===== src/rtl/misr_sig_capture_pkg.sv =====
// Shared types and the MISR next-state function for the signature capture unit.
package misr_sig_capture_pkg;

  // Window controller states.
  typedef enum logic [1:0] {
    IDLE = 2'd0,
    RUN  = 2'd1,
    DONE = 2'd2
  } state_t;

  // Widest MISR the step function handles; callers zero-extend into this width.
  localparam int MAX_W = 64;

  // One MISR step on a zero-extended register.
  // Stage 0 takes the tap parity, every stage shifts up by one,
  // and lane i of din is folded into stage i.
  // Callers truncate the result back to their own WIDTH, which drops the
  // bit shifted out of the top stage.
  function automatic logic [MAX_W-1:0] misr_step(
    input logic [MAX_W-1:0] s,
    input logic [MAX_W-1:0] d,
    input logic [MAX_W-1:0] poly
  );
    logic fb;
    fb = ^(s & poly);
    return ((s << 1) | MAX_W'(fb)) ^ d;
  endfunction

endpackage


===== src/rtl/misr_sig_capture_core.sv =====
// One MISR channel: loads SEED on load, steps on en, otherwise holds.
module misr_sig_capture_core
  import misr_sig_capture_pkg::*;
#(
  parameter int               WIDTH = 6,
  parameter int               DIN_W = 2,
  parameter logic [WIDTH-1:0] POLY  = 6'b110000,
  parameter logic [WIDTH-1:0] SEED  = 6'b000001
) (
  input  logic             clk,
  input  logic             rst,
  input  logic             load,
  input  logic             en,
  input  logic [DIN_W-1:0] din,
  output logic [WIDTH-1:0] sig,
  output logic [WIDTH-1:0] sig_nxt
);

  // Parameter legality: lanes beyond the register length have no stage to feed.
  if (WIDTH < 2) begin : g_bad_width
    $error("misr_sig_capture_core: WIDTH must be at least 2");
  end
  if (WIDTH > MAX_W) begin : g_bad_max
    $error("misr_sig_capture_core: WIDTH exceeds MAX_W");
  end
  if (DIN_W < 1 || DIN_W > WIDTH) begin : g_bad_din
    $error("misr_sig_capture_core: DIN_W must be in 1..WIDTH");
  end

  // Next register value: seed load has priority, then a step, else hold.
  always_comb begin
    sig_nxt = sig;
    if (load) begin
      sig_nxt = SEED;
    end else if (en) begin
      sig_nxt = WIDTH'(misr_step(MAX_W'(sig), MAX_W'(din), MAX_W'(POLY)));
    end
  end

  // Signature register; reset returns it to SEED so no partial value survives.
  always_ff @(posedge clk) begin
    if (rst) begin
      sig <= SEED;
    end else begin
      sig <= sig_nxt;
    end
  end

endmodule


===== src/rtl/misr_sig_capture.sv =====
// Multi-channel MISR signature capture: window FSM, beat counter,
// latched golden signatures and registered per-channel match flags.
module misr_sig_capture
  import misr_sig_capture_pkg::*;
#(
  parameter int               WIDTH  = 6,
  parameter int               DIN_W  = 2,
  parameter int               NUM_CH = 2,
  parameter logic [WIDTH-1:0] POLY   = 6'b110000,
  parameter logic [WIDTH-1:0] SEED   = 6'b000001,
  parameter int               CNT_W  = 8
) (
  input  logic                    clk,
  input  logic                    rst,
  input  logic                    start,
  input  logic                    abort,
  input  logic [CNT_W-1:0]        len,
  input  logic                    din_vld,
  input  logic [NUM_CH*DIN_W-1:0] din,
  input  logic [NUM_CH*WIDTH-1:0] golden,
  output logic                    busy,
  output logic                    done,
  output logic [NUM_CH*WIDTH-1:0] sig,
  output logic [NUM_CH-1:0]       match
);

  if (NUM_CH < 1) begin : g_bad_ch
    $error("misr_sig_capture: NUM_CH must be at least 1");
  end
  if (CNT_W < 1) begin : g_bad_cnt
    $error("misr_sig_capture: CNT_W must be at least 1");
  end

  state_t                    state;
  state_t                    state_nxt;
  logic [CNT_W-1:0]          cnt;
  logic [CNT_W-1:0]          len_q;
  logic [NUM_CH*WIDTH-1:0]   golden_q;
  logic [NUM_CH*WIDTH-1:0]   golden_d;
  logic [NUM_CH*WIDTH-1:0]   sig_nxt;
  logic [NUM_CH-1:0]         match_d;
  logic                      start_acc;
  logic                      step;
  logic                      last;

  // start is only honoured outside a running window; abort wins over a beat.
  assign start_acc = start && (state != RUN);
  assign step      = (state == RUN) && din_vld && !abort;
  assign last      = step && (cnt == len_q - CNT_W'(1));

  assign busy = (state == RUN);
  assign done = (state == DONE);

  // The golden set the window will be judged against after this edge.
  assign golden_d = start_acc ? golden : golden_q;

  // Channels are identical and step together under the shared controls.
  for (genvar c = 0; c < NUM_CH; c++) begin : g_ch
    misr_sig_capture_core #(
      .WIDTH (WIDTH),
      .DIN_W (DIN_W),
      .POLY  (POLY),
      .SEED  (SEED)
    ) u_core (
      .clk     (clk),
      .rst     (rst),
      .load    (start_acc),
      .en      (step),
      .din     (din[c*DIN_W +: DIN_W]),
      .sig     (sig[c*WIDTH +: WIDTH]),
      .sig_nxt (sig_nxt[c*WIDTH +: WIDTH])
    );
  end

  // Compare each channel's upcoming signature with its upcoming golden value.
  always_comb begin
    match_d = '0;
    for (int c = 0; c < NUM_CH; c++) begin
      match_d[c] = (sig_nxt[c*WIDTH +: WIDTH] == golden_d[c*WIDTH +: WIDTH]);
    end
  end

  // Window sequencing: a zero-length window goes straight to DONE.
  always_comb begin
    state_nxt = state;
    unique case (state)
      IDLE, DONE: begin
        if (start_acc) begin
          state_nxt = (len == '0) ? DONE : RUN;
        end
      end
      RUN: begin
        if (abort) begin
          state_nxt = IDLE;
        end else if (last) begin
          state_nxt = DONE;
        end
      end
      default: state_nxt = IDLE;
    endcase
  end

  // State, beat counter, latched window parameters and match flags.
  // match is loaded with the compare result whenever the next state is DONE;
  // inside DONE the inputs to that compare are frozen, so it holds its entry value.
  always_ff @(posedge clk) begin
    if (rst) begin
      state    <= IDLE;
      cnt      <= '0;
      len_q    <= '0;
      golden_q <= '0;
      match    <= '0;
    end else begin
      state <= state_nxt;
      if (start_acc) begin
        cnt      <= '0;
        len_q    <= len;
        golden_q <= golden;
      end else if (step) begin
        cnt <= cnt + CNT_W'(1);
      end
      match <= (state_nxt == DONE) ? match_d : '0;
    end
  end

endmodule

===== config.mk =====
export PLATFORM = sky130hd
export DESIGN_NAME = misr_sig_capture
export DESIGN_NICKNAME = d
export VERILOG_FILES = /design/src/rtl/misr_sig_capture_pkg.sv /design/src/rtl/misr_sig_capture_core.sv /design/src/rtl/misr_sig_capture.sv
export SDC_FILE = /design/constraint.sdc
export NUM_CORES = 1
export LEC_CHECK = 0
export ABC_AREA = 1
export CAP_MARGIN = 20
export CORE_MARGIN = 2
export CORE_UTILIZATION = 25
export DETAILED_ROUTE_END_ITERATION = 10
export SYNTH_ARGS = -nofsm -noshare
export SYNTH_HDL_FRONTEND = slang
export SYNTH_HIERARCHICAL = 1
export SYNTH_SLANG_ARGS = --single-unit

===== constraint.sdc =====
create_clock -name clk -period 1.8 [get_ports clk]
set_input_delay 0.36 -clock clk [delete_from_list [all_inputs] [get_ports clk]]
set_output_delay 0.36 -clock clk [all_outputs]
set_load 0.1 [all_outputs]

# Word level (Yosys, flattened, before mapping)
# Index checks and enable logic that the tools add are counted.
[totals] ff_bits=44 latchBits=0 mem_bits_rw=0 rom_bits=0 inputBits=29 out_inout_bits=16 elab_cells=43 memories=0
[classes] addsub=2 mul=0 div_mod_pow=0 order_cmp=0 eq_ne=7 shifts=0 muxes=10 bitwise_logic=5 reduce_logical=12
[ops] op="XOR reduction 64 bit" count=2
[ops] op="2-to-1 mux 6 bit" count=4
[ops] op="== test 6 bit" count=2
[ops] op="2-to-1 mux 12 bit" count=1
[ops] op="bitwise OR 6 x 1 -> 6 bit" count=2
[ops] op="bitwise XOR 6 x 2 -> 6 bit" count=2
[ops] op="adder 8 x 1 -> 8 bit, second input constant" count=1
[ops] op="== test 8 bit" count=1
[ops] op="zero test 8 bit" count=1
[ops] op="2-to-1 mux 2 bit" count=4
[ops] op="subtractor 8 x 1 -> 8 bit, second input constant" count=1
[ops] op="OR reduction 2 bit" count=3
[ops] op="== test 2 bit, second input constant" count=2
[ops] op="logical AND 1 bit" count=4
[ops] op="one-hot mux 2 bit (2 select lines)" count=1
[ops] op="== test 2 x 1 -> 1 bit, second input constant" count=1
[ops] op="zero test 2 bit" count=1
[ops] op="!= test 2 x 1 -> 1 bit, second input constant" count=1
[ops] op="zero test 1 bit" count=1
[ops] op="NOT 1 bit" count=1

# Depth between registers and ports, before layout
# Gate-level depths: netlist (run 1).
[depth] word_depth=10 ltp_mapped=15 depth_no_buf=15

# Hierarchy
# The synthesis (run 1) kept the hierarchy.
[modules_own_cells] mod="misr_sig_capture" instances=1 cells_each=289 area_per_inst_um2=1894.3
[modules_own_cells] mod="misr_sig_capture_core" instances=2 cells_each=43 area_per_inst_um2=286.5

# Worst setup path before layout (run 1)
# No wires, ideal clock.
[synth_path] path_kind="register to output" from="register state[1]" to="output done" t_arrival_ns=1.629 setup_slack_ns=-0.189 stages_incl_launch_ff=3 path_cell_list="dfxtp_1 inv_2 nor2_1"
[synth_via] elab_chain_cells=1
[synth_rtl] item="start: declaration" line_no="misr_sig_capture.sv:34" text="state_t state;"
[synth_rtl] item="start signal: assignment" line_no="misr_sig_capture.sv:114" text="state <= state_nxt;"
[synth_rtl] item="== test 2 bit" line_no="misr_sig_capture.sv:52" text="assign done = (state == DONE);"
[synth_rtl] item="end: declaration" line_no="misr_sig_capture.sv:22" text="output logic done,"
# No other way between the ends.

# Worst setup path in the final report (run 1)
[layout_path] from="register state[1]" to="register match[0]"
[layout_via] word_cells_on_any_way=20 cone_classes="eq/ne: 5; mux: 7; bitwise: 1; reduce/logical: 7"
[layout_rtl] item="== test 2 x 1 -> 1 bit" line_no="misr_sig_capture.sv:48" text="assign step = (state == RUN) && din_vld && !abort;"
[layout_rtl] item="logical AND 1 bit (2 in series)" line_no="misr_sig_capture.sv:48"
[layout_rtl] item="via step" line_no="misr_sig_capture.sv:43" text="logic step;"
[layout_rtl] item="2-to-1 mux 6 bit" line_no="misr_sig_capture_core.sv:35" text="end else if (en) begin"
[layout_rtl] item="2-to-1 mux 6 bit" line_no="misr_sig_capture_core.sv:33" text="if (load) begin"
[layout_rtl] item="via sig_nxt[5]" line_no="misr_sig_capture.sv:40" text="logic [NUM_CH*WIDTH-1:0] sig_nxt;"
[layout_rtl] item="== test 6 bit" line_no="misr_sig_capture.sv:79" text="match_d[c] = (sig_nxt[c*WIDTH +: WIDTH] == golden_d[c*WIDTH +: WIDTH]);"
[layout_rtl] item="end signal: assignment" line_no="misr_sig_capture.sv:122" text="match <= (state_nxt == DONE) ? match_d : '0;"
[layout_rtl] item="end: declaration" line_no="misr_sig_capture.sv:24" text="output logic [NUM_CH-1:0] match"
# The timed path passes the listed nets, and every way through them passes these cells.
# A chain may end at the register's enable or synchronous reset.

==> impl_metrics.tcl, run 1 <==
set metrics [dict create \
    status "complete, no violations" \
    startpoint "state[1]$_SDFF_PP0_" \
    synthTopCellsByArea "dfxtp_1 (36%), nand2_1 (13%), nor2_1 (11%)" \
    port_buffers 44 \
    synth_commonest_cells "nand2_1 (84), nor2_1 (71), inv_1 (54)" \
    vias 2573 \
    slew-limit-headroom 0.7973 \
    nNetsFinal 488 \
    min_path_type "input pin to flip-flop" \
    syn_nets 406 \
    max_freq_ghz 0.5832 \
    switching_share 0.3107 \
    syn_to_final_growth_pct 48.53 \
    cts_tree "built" \
    synth-edff-count 0 \
    crit_path_start_kind "flip-flop" \
    grt_pass1_wl_mm 10.95 \
    antenna_found_initial 0 \
    yosys.area.top_type "dfxtp_1" \
    dieArea_sq_um 10680 \
    post_route_cells_drive_above_1_share 0.2336 \
    drc_errors 0 \
    fill_cells 1026 \
    path_common_cell "nor2_1" \
    rrSetupSlack_ps 90 \
    combPwrFrac 0.271 \
    core_area_sq_um 9684 \
    peakVddDrop_uv 253.8 \
    io_pins 45 \
    viasPerCell 4.354 \
    place_ws_ps -406.0 \
    insertion_delay_ps 300 \
    cp.required_ps 2050 \
    start_util 0.2548 \
    grt_max_degree 24 \
    finalSetupViolCount 0 \
    slew_viol_final 0 \
    clock-root-buffer "clkbuf_8" \
    rsz0062_at_grt "true" \
    first_iter_violations 122 \
    utilization 0.3784 \
    worstSetupEndpointType "flip-flop" \
    r2r_end "match[0]$_SDFF_PP0_" \
    cts.clk_slew.worst_paths_ps 90 \
    ys_ff_latch 44 \
    max-cap-violations 0 \
    gr-total-overflow 0 \
    power_mw 2.352 \
    synth.most_common_cell "nand2_1" \
    cts_sinks 44 \
    clkPwrFrac 0.281 \
    ys_warn_count 6 \
    regArea_sq_um 889.6 \
    multi_input_area_sq_um 1348 \
    die_w_um 103.3 \
    sequentialPowerShare 0.448 \
    intPower_mw 1.622 \
    reg2reg_from "state[1]$_SDFF_PP0_" \
    grt_pass1_vias 2519 \
    finalCritPeriodShare 0.9527 \
    finalWirelength_mm 6.606 \
    ys_seq_area_frac 0.3570 \
    rows 36 \
    synthCells 375 \
    power_switching_mw 0.7308 \
    final.setup.worst_slack_ps 85.18 \
    track_usage 0.1305 \
    h-tree-depth 2 \
    die_y_um 103.3 \
    power_leakage_nw 1.614 \
    cpPeakStageDelay_ps 330 \
    power_density_nw_per_um2 641.9 \
    slowest_stage "dfxtp_2" \
    avgSynthCellArea_sq_um 6.580 \
    cts_buffers 5 \
    yosys.area.top_type_share 0.3570 \
    firstDrtPassIters 4 \
    ant_nets 0 \
    endpoint "match[0]$_SDFF_PP0_" \
    path_max_fanout 6 \
    r2r_cells 14 \
    dp_hpwl_mm 5.055 \
    async_flop_share 0 \
    cts_hold_buf 0 \
    synth_ff_type "dfxtp_1" \
    finalCriticalPeriod_ps 1715 \
    wire_per_inst_um 11.18 \
    diodes 0 \
    synth_area_sq_um 2467 \
    hold_violations 0 \
    cts_buffer_depth 2 \
    path_class "flip-flop to flip-flop" \
    synth.distinct_cells 30 \
    crit_arrival_ps 1960 \
    place.gp.congestion 0.8050 \
    tightest_slew_ps 300.9 \
    finalClockSkew_ps 11.44 \
    cp_cell_sequence "inv_2, nand2_4, nor2_4, nand2_4, inv_6, clkbuf_16, inv_4, nor2_1, nor3_2, buf_4, xnor2_1, nor2_1, nand3_1, nor2_1" \
]
power by group through the flow:
| stage | Clock (mW) | Sequential [mW] | Combinational (mW) |
|---|---|---|---|
| after floorplan | 0 | 1.10 | 0.340 |
| after global placement | 0 | 1.07 | 0.610 |
| after detailed placement | 0 | 1.08 | 0.618 |
| after CTS | 0.686 | 1.05 | 0.625 |
| after global routing | 0.734 | 1.06 | 0.709 |
| final | 0.662 | 1.05 | 0.637 |
cells by family (layout without fill, tap and decap cells):
| group | after synthesis | count (layout) | synth area share |
|---|---|---|---|
| buffers and inverters | 68 | 151 | 0.1202 |
| AOI/OAI and AO/OA | 54 | 54 | 0.1364 |
| adders and majority gates | 2 | 2 | 0.01014 |
| xor gates and xnor gates | 10 | 10 | 0.03550 |
| DFF | 44 | 44 | 0.3570 |
| and+or+nand+nor | 197 | 197 | 0.3408 |
layout make-up:
cell class              count  area share
clock inverters             1    0.002048
inverters                  59     0.06316
multi-input cells         263      0.3677
repair buffers             84      0.2554
well taps                 133     0.04541
clock buffers               7     0.02356
flip-flops and latches     44      0.2427
routing by layer:
metal	wire length, um	part of all wire	GRT usage
met3	260	0.039	0.02957
met4	51	0.0077	0.02429
met1	3058	0.46	0.1657
met5	0	0	0
met2	3235	0.49	0.2278
critical path, delay by kind of cell, from the launching register on:
kind                   cells  cell delay, ps
XOR/XNOR                   1             110
buffers and inverters      5             480
AND/OR/NAND/NOR            8             730
flip-flops                 1             330
cell usage in the layout (no fill, tap or decap), drive strengths merged:
cell / count
nor3: 10
o21ai: 30
nor3b: 1
clkbuf: 8
dfxtp: 44
clkinvlp: 1
ha: 2
nand2: 87
a21oi: 14
nand3: 15
xnor2: 5
xor2: 5
nor2: 74
or2: 1
buf: 55
o211ai: 10
nand3b: 1
inv: 59
nor4: 8
dlymetal6s2s: 2
clkdlybuf4s50: 26
flip-flops by register name, summed over array words and instances (netlist names):
signal and count:
g_ch.u_core/sig 12, golden_q 12, cnt 8, len_q 8
match 2, state 2
timing repair:
action	CTS	global route
resized for setup	6	16
endpoints found under the setup margin	2	3
cloned	0	1
pin swaps	0	10
setup buffers	0	2
through the flow:
step	hold slack [ps]	TNS, ps	area, sq um	std cells
2_1_floorplan	429.1	0	2477	375
3_3_place_gp	475.4	-926.3	3460	580
3_5_place_dp	481.4	-1081	3460	580
4_1_cts	492.3	-5.363	3583	588
5_1_grt	450.6	-66.99	3665	591
6_report	413.0	0	3665	591
how the worst min path moves through the flow:
stage / slack [ps] / end / depth (start not counted) / startpoint
floorplan: 430 / state[0]$_SDFF_PP0_ / 1 / rst
global placement: 480 / len_q[1]$_SDFFE_PP0P_ / 2 / len_q[1]$_SDFFE_PP0P_
finish: 410 / state[0]$_SDFF_PP0_ / 4 / abort
detailed placement: 480 / len_q[1]$_SDFFE_PP0P_ / 2 / len_q[1]$_SDFFE_PP0P_
CTS: 490 / len_q[1]$_SDFFE_PP0P_ / 2 / len_q[1]$_SDFFE_PP0P_
global route: 450 / state[0]$_SDFF_PP0_ / 4 / abort
No activity file was read; power rests on OpenSTA's default activity.
==> run 2, diff against run 1 <==
Settings changed: GPL_TIMING_DRIVEN set to 0.
==> run 2 against run 1 <==
Global-route usage shrank 0.26 points; sequential share of layout area up 2.6 points; routed wire length decreased by 2.9%; critical path type unchanged; clock power shrank 0.9%; utilization is 3.6 points lower; worst setup slack lost 24 ps; die area unchanged; count of clock-buffer cells in the layout is the same.
==> impl_metrics.tcl, run 2 (same netlist as run 1, synthesis figures left out) <==
set metrics [dict create \
    crit_path_start_kind "flip-flop" \
    dp_hpwl_mm 4.786 \
    finalCriticalPeriod_ps 1739 \
    power_density_nw_per_um2 685.3 \
    rsz0062_at_grt "true" \
    start_util 0.2548 \
    hold_violations 0 \
    peakVddDrop_uv 371.2 \
    worstSetupEndpointType "flip-flop" \
    cts.clk_slew.worst_paths_ps 90 \
    track_usage 0.1279 \
    crit_arrival_ps 1980 \
    path_class "flip-flop to flip-flop" \
    cpPeakStageDelay_ps 330 \
    cpLargestDelayFamily "simple AND/OR/NAND/NOR gates" \
    first_iter_violations 72 \
    layout_commonest_cell "nand2_1" \
    cp.required_ps 2050 \
    power_mw 2.270 \
    finalWirelength_mm 6.415 \
    grt_pass1_wl_mm 10.70 \
    ant_nets 0 \
    status "complete, no violations" \
    largestRegisters "g_ch.u_core/sig (12), golden_q (12)" \
    hold_depth 4 \
    max-cap-violations 0 \
    grt_pass1_vias 2433 \
    power_leakage_nw 1.412 \
    finalClockSkew_ps 13.23 \
    insertion_delay_ps 300 \
    grt_max_degree 19 \
    path_buf_inv 3 \
    min_path_type "input pin to flip-flop" \
    tns_ps 0 \
    diodes 0 \
    antenna_found_initial 0 \
    gr-total-overflow 0 \
    nNetsFinal 462 \
    vias 2496 \
    rrSetupSlack_ps 60 \
    cts_tree "built" \
    slew-limit-headroom 0.4830 \
    max_freq_ghz 0.5752 \
    dieArea_sq_um 10680 \
    slowest_stage "dfxtp_2" \
    wire_per_inst_um 11.35 \
    die_y_um 103.3 \
    clock-root-buffer "clkbuf_8" \
    tightest_slew_ps 774.2 \
    dp.cells 552 \
    core_area_sq_um 9684 \
    die_w_um 103.3 \
    finalSetupViolCount 0 \
    place.gp.congestion 0.8743 \
    cp_cell_sequence "inv_2, nand2_4, nor2_4, nand2_4, inv_8, nor2_1, nor3_1, inv_1, xor2_1, nor2_1, nand3_1, nor2_1" \
    finalNonFillerCells 565 \
    layout_common_cells "nand2_1 (84), nor2_1 (69), inv_1 (53), dfxtp_1 (36)" \
    finalCritPeriodShare 0.9659 \
    hold_ws_ps 413.0 \
    r2r_cells 12 \
    syn_to_final_growth_pct 34.23 \
    slew_viol_final 0 \
    path_max_fanout 8 \
    fill_cells 1038 \
    cp.depth 12 \
    path_common_cell "nor2_1" \
    viasPerCell 4.418 \
    drc_errors 0 \
    cts_buffers 5 \
    cts_sinks 44 \
    cts_buffer_depth 2 \
    post_route_cells_drive_above_1_share 0.1852 \
    firstDrtPassIters 4 \
    rows 36 \
    io_pins 45 \
    h-tree-depth 2 \
    port_buffers 44 \
]
## run 2: cell types whose count changed in the layout (fill, tap and decap cells not counted), moves of 3 or more
cell and delta:
buf_6 +3, clkdlybuf4s15_2 +14, buf_4 -31, buf_12 -17
## run 2: power by group
part	total [mW]	switching (mW)	internal (mW)
registers	1.05	0.0304	1.02
logic	0.562	0.343	0.219
clock network	0.656	0.344	0.312
## run 2: final timing paths
| check | from | to |
|---|---|---|
| worst max-delay path | state[1]$_SDFF_PP0_ | match[0]$_SDFF_PP0_ |
| worst min-delay path | abort | state[0]$_SDFF_PP0_ |
| worst max register to register | state[1]$_SDFF_PP0_ | match[0]$_SDFF_PP0_ |
| worst min register to register | len_q[1]$_SDFFE_PP0P_ | len_q[1]$_SDFFE_PP0P_ |
## run 2: cell type report
| cell class | count | area [sq um] | area share |
|---|---|---|---|
| multi-input cells | 263 | 1359 | 0.4103 |
| flip-flops and latches | 44 | 890.9 | 0.2690 |
| repair buffers | 49 | 489.2 | 0.1477 |
| inverters | 59 | 231.5 | 0.06989 |
| well taps | 133 | 166.4 | 0.05025 |
| clock buffers | 7 | 86.33 | 0.02607 |
| plain buffers | 8 | 72.57 | 0.02191 |
| repair inverters | 1 | 8.758 | 0.002645 |
| clock inverters | 1 | 7.507 | 0.002267 |
## run 2: repair_timing
action | 4_1_cts | 5_1_grt
pin swaps | 3 | 12
hold endpoints to repair | 0 | 0
gates resized for setup | 65 | 13
hold buffers | 0 | 0
setup buffers | 1 | 4
setup endpoints to repair | 18 | 20
cloned | 1 | 0
## run 2: worst reg2reg max path: cells and delay by family (launching register included)
kind          cells  cell delay (ps)
xor+xnor          1              160
buf+inv           3              270
flops             1              330
simple gates      8              920
## run 2: through the flow
step | util | worst slack [ps] | cell area (sq um)
2_1_floorplan | - | 3.361 | 2477
3_3_place_gp | 0.3185 | -558.9 | 3084
3_5_place_dp | 0.3185 | -604.4 | 3084
4_1_cts | 0.3373 | 0.4521 | 3267
5_1_grt | 0.3420 | -110.3 | 3312
6_report | 0.3420 | 61.37 | 3312
## run 2: routing by layer
layer / global-route usage / wire [um]
met1: 0.1546 / 2894
met2: 0.2228 / 3035
met3: 0.03427 / 383
met4: 0.03644 / 102
met5: 0 / 0
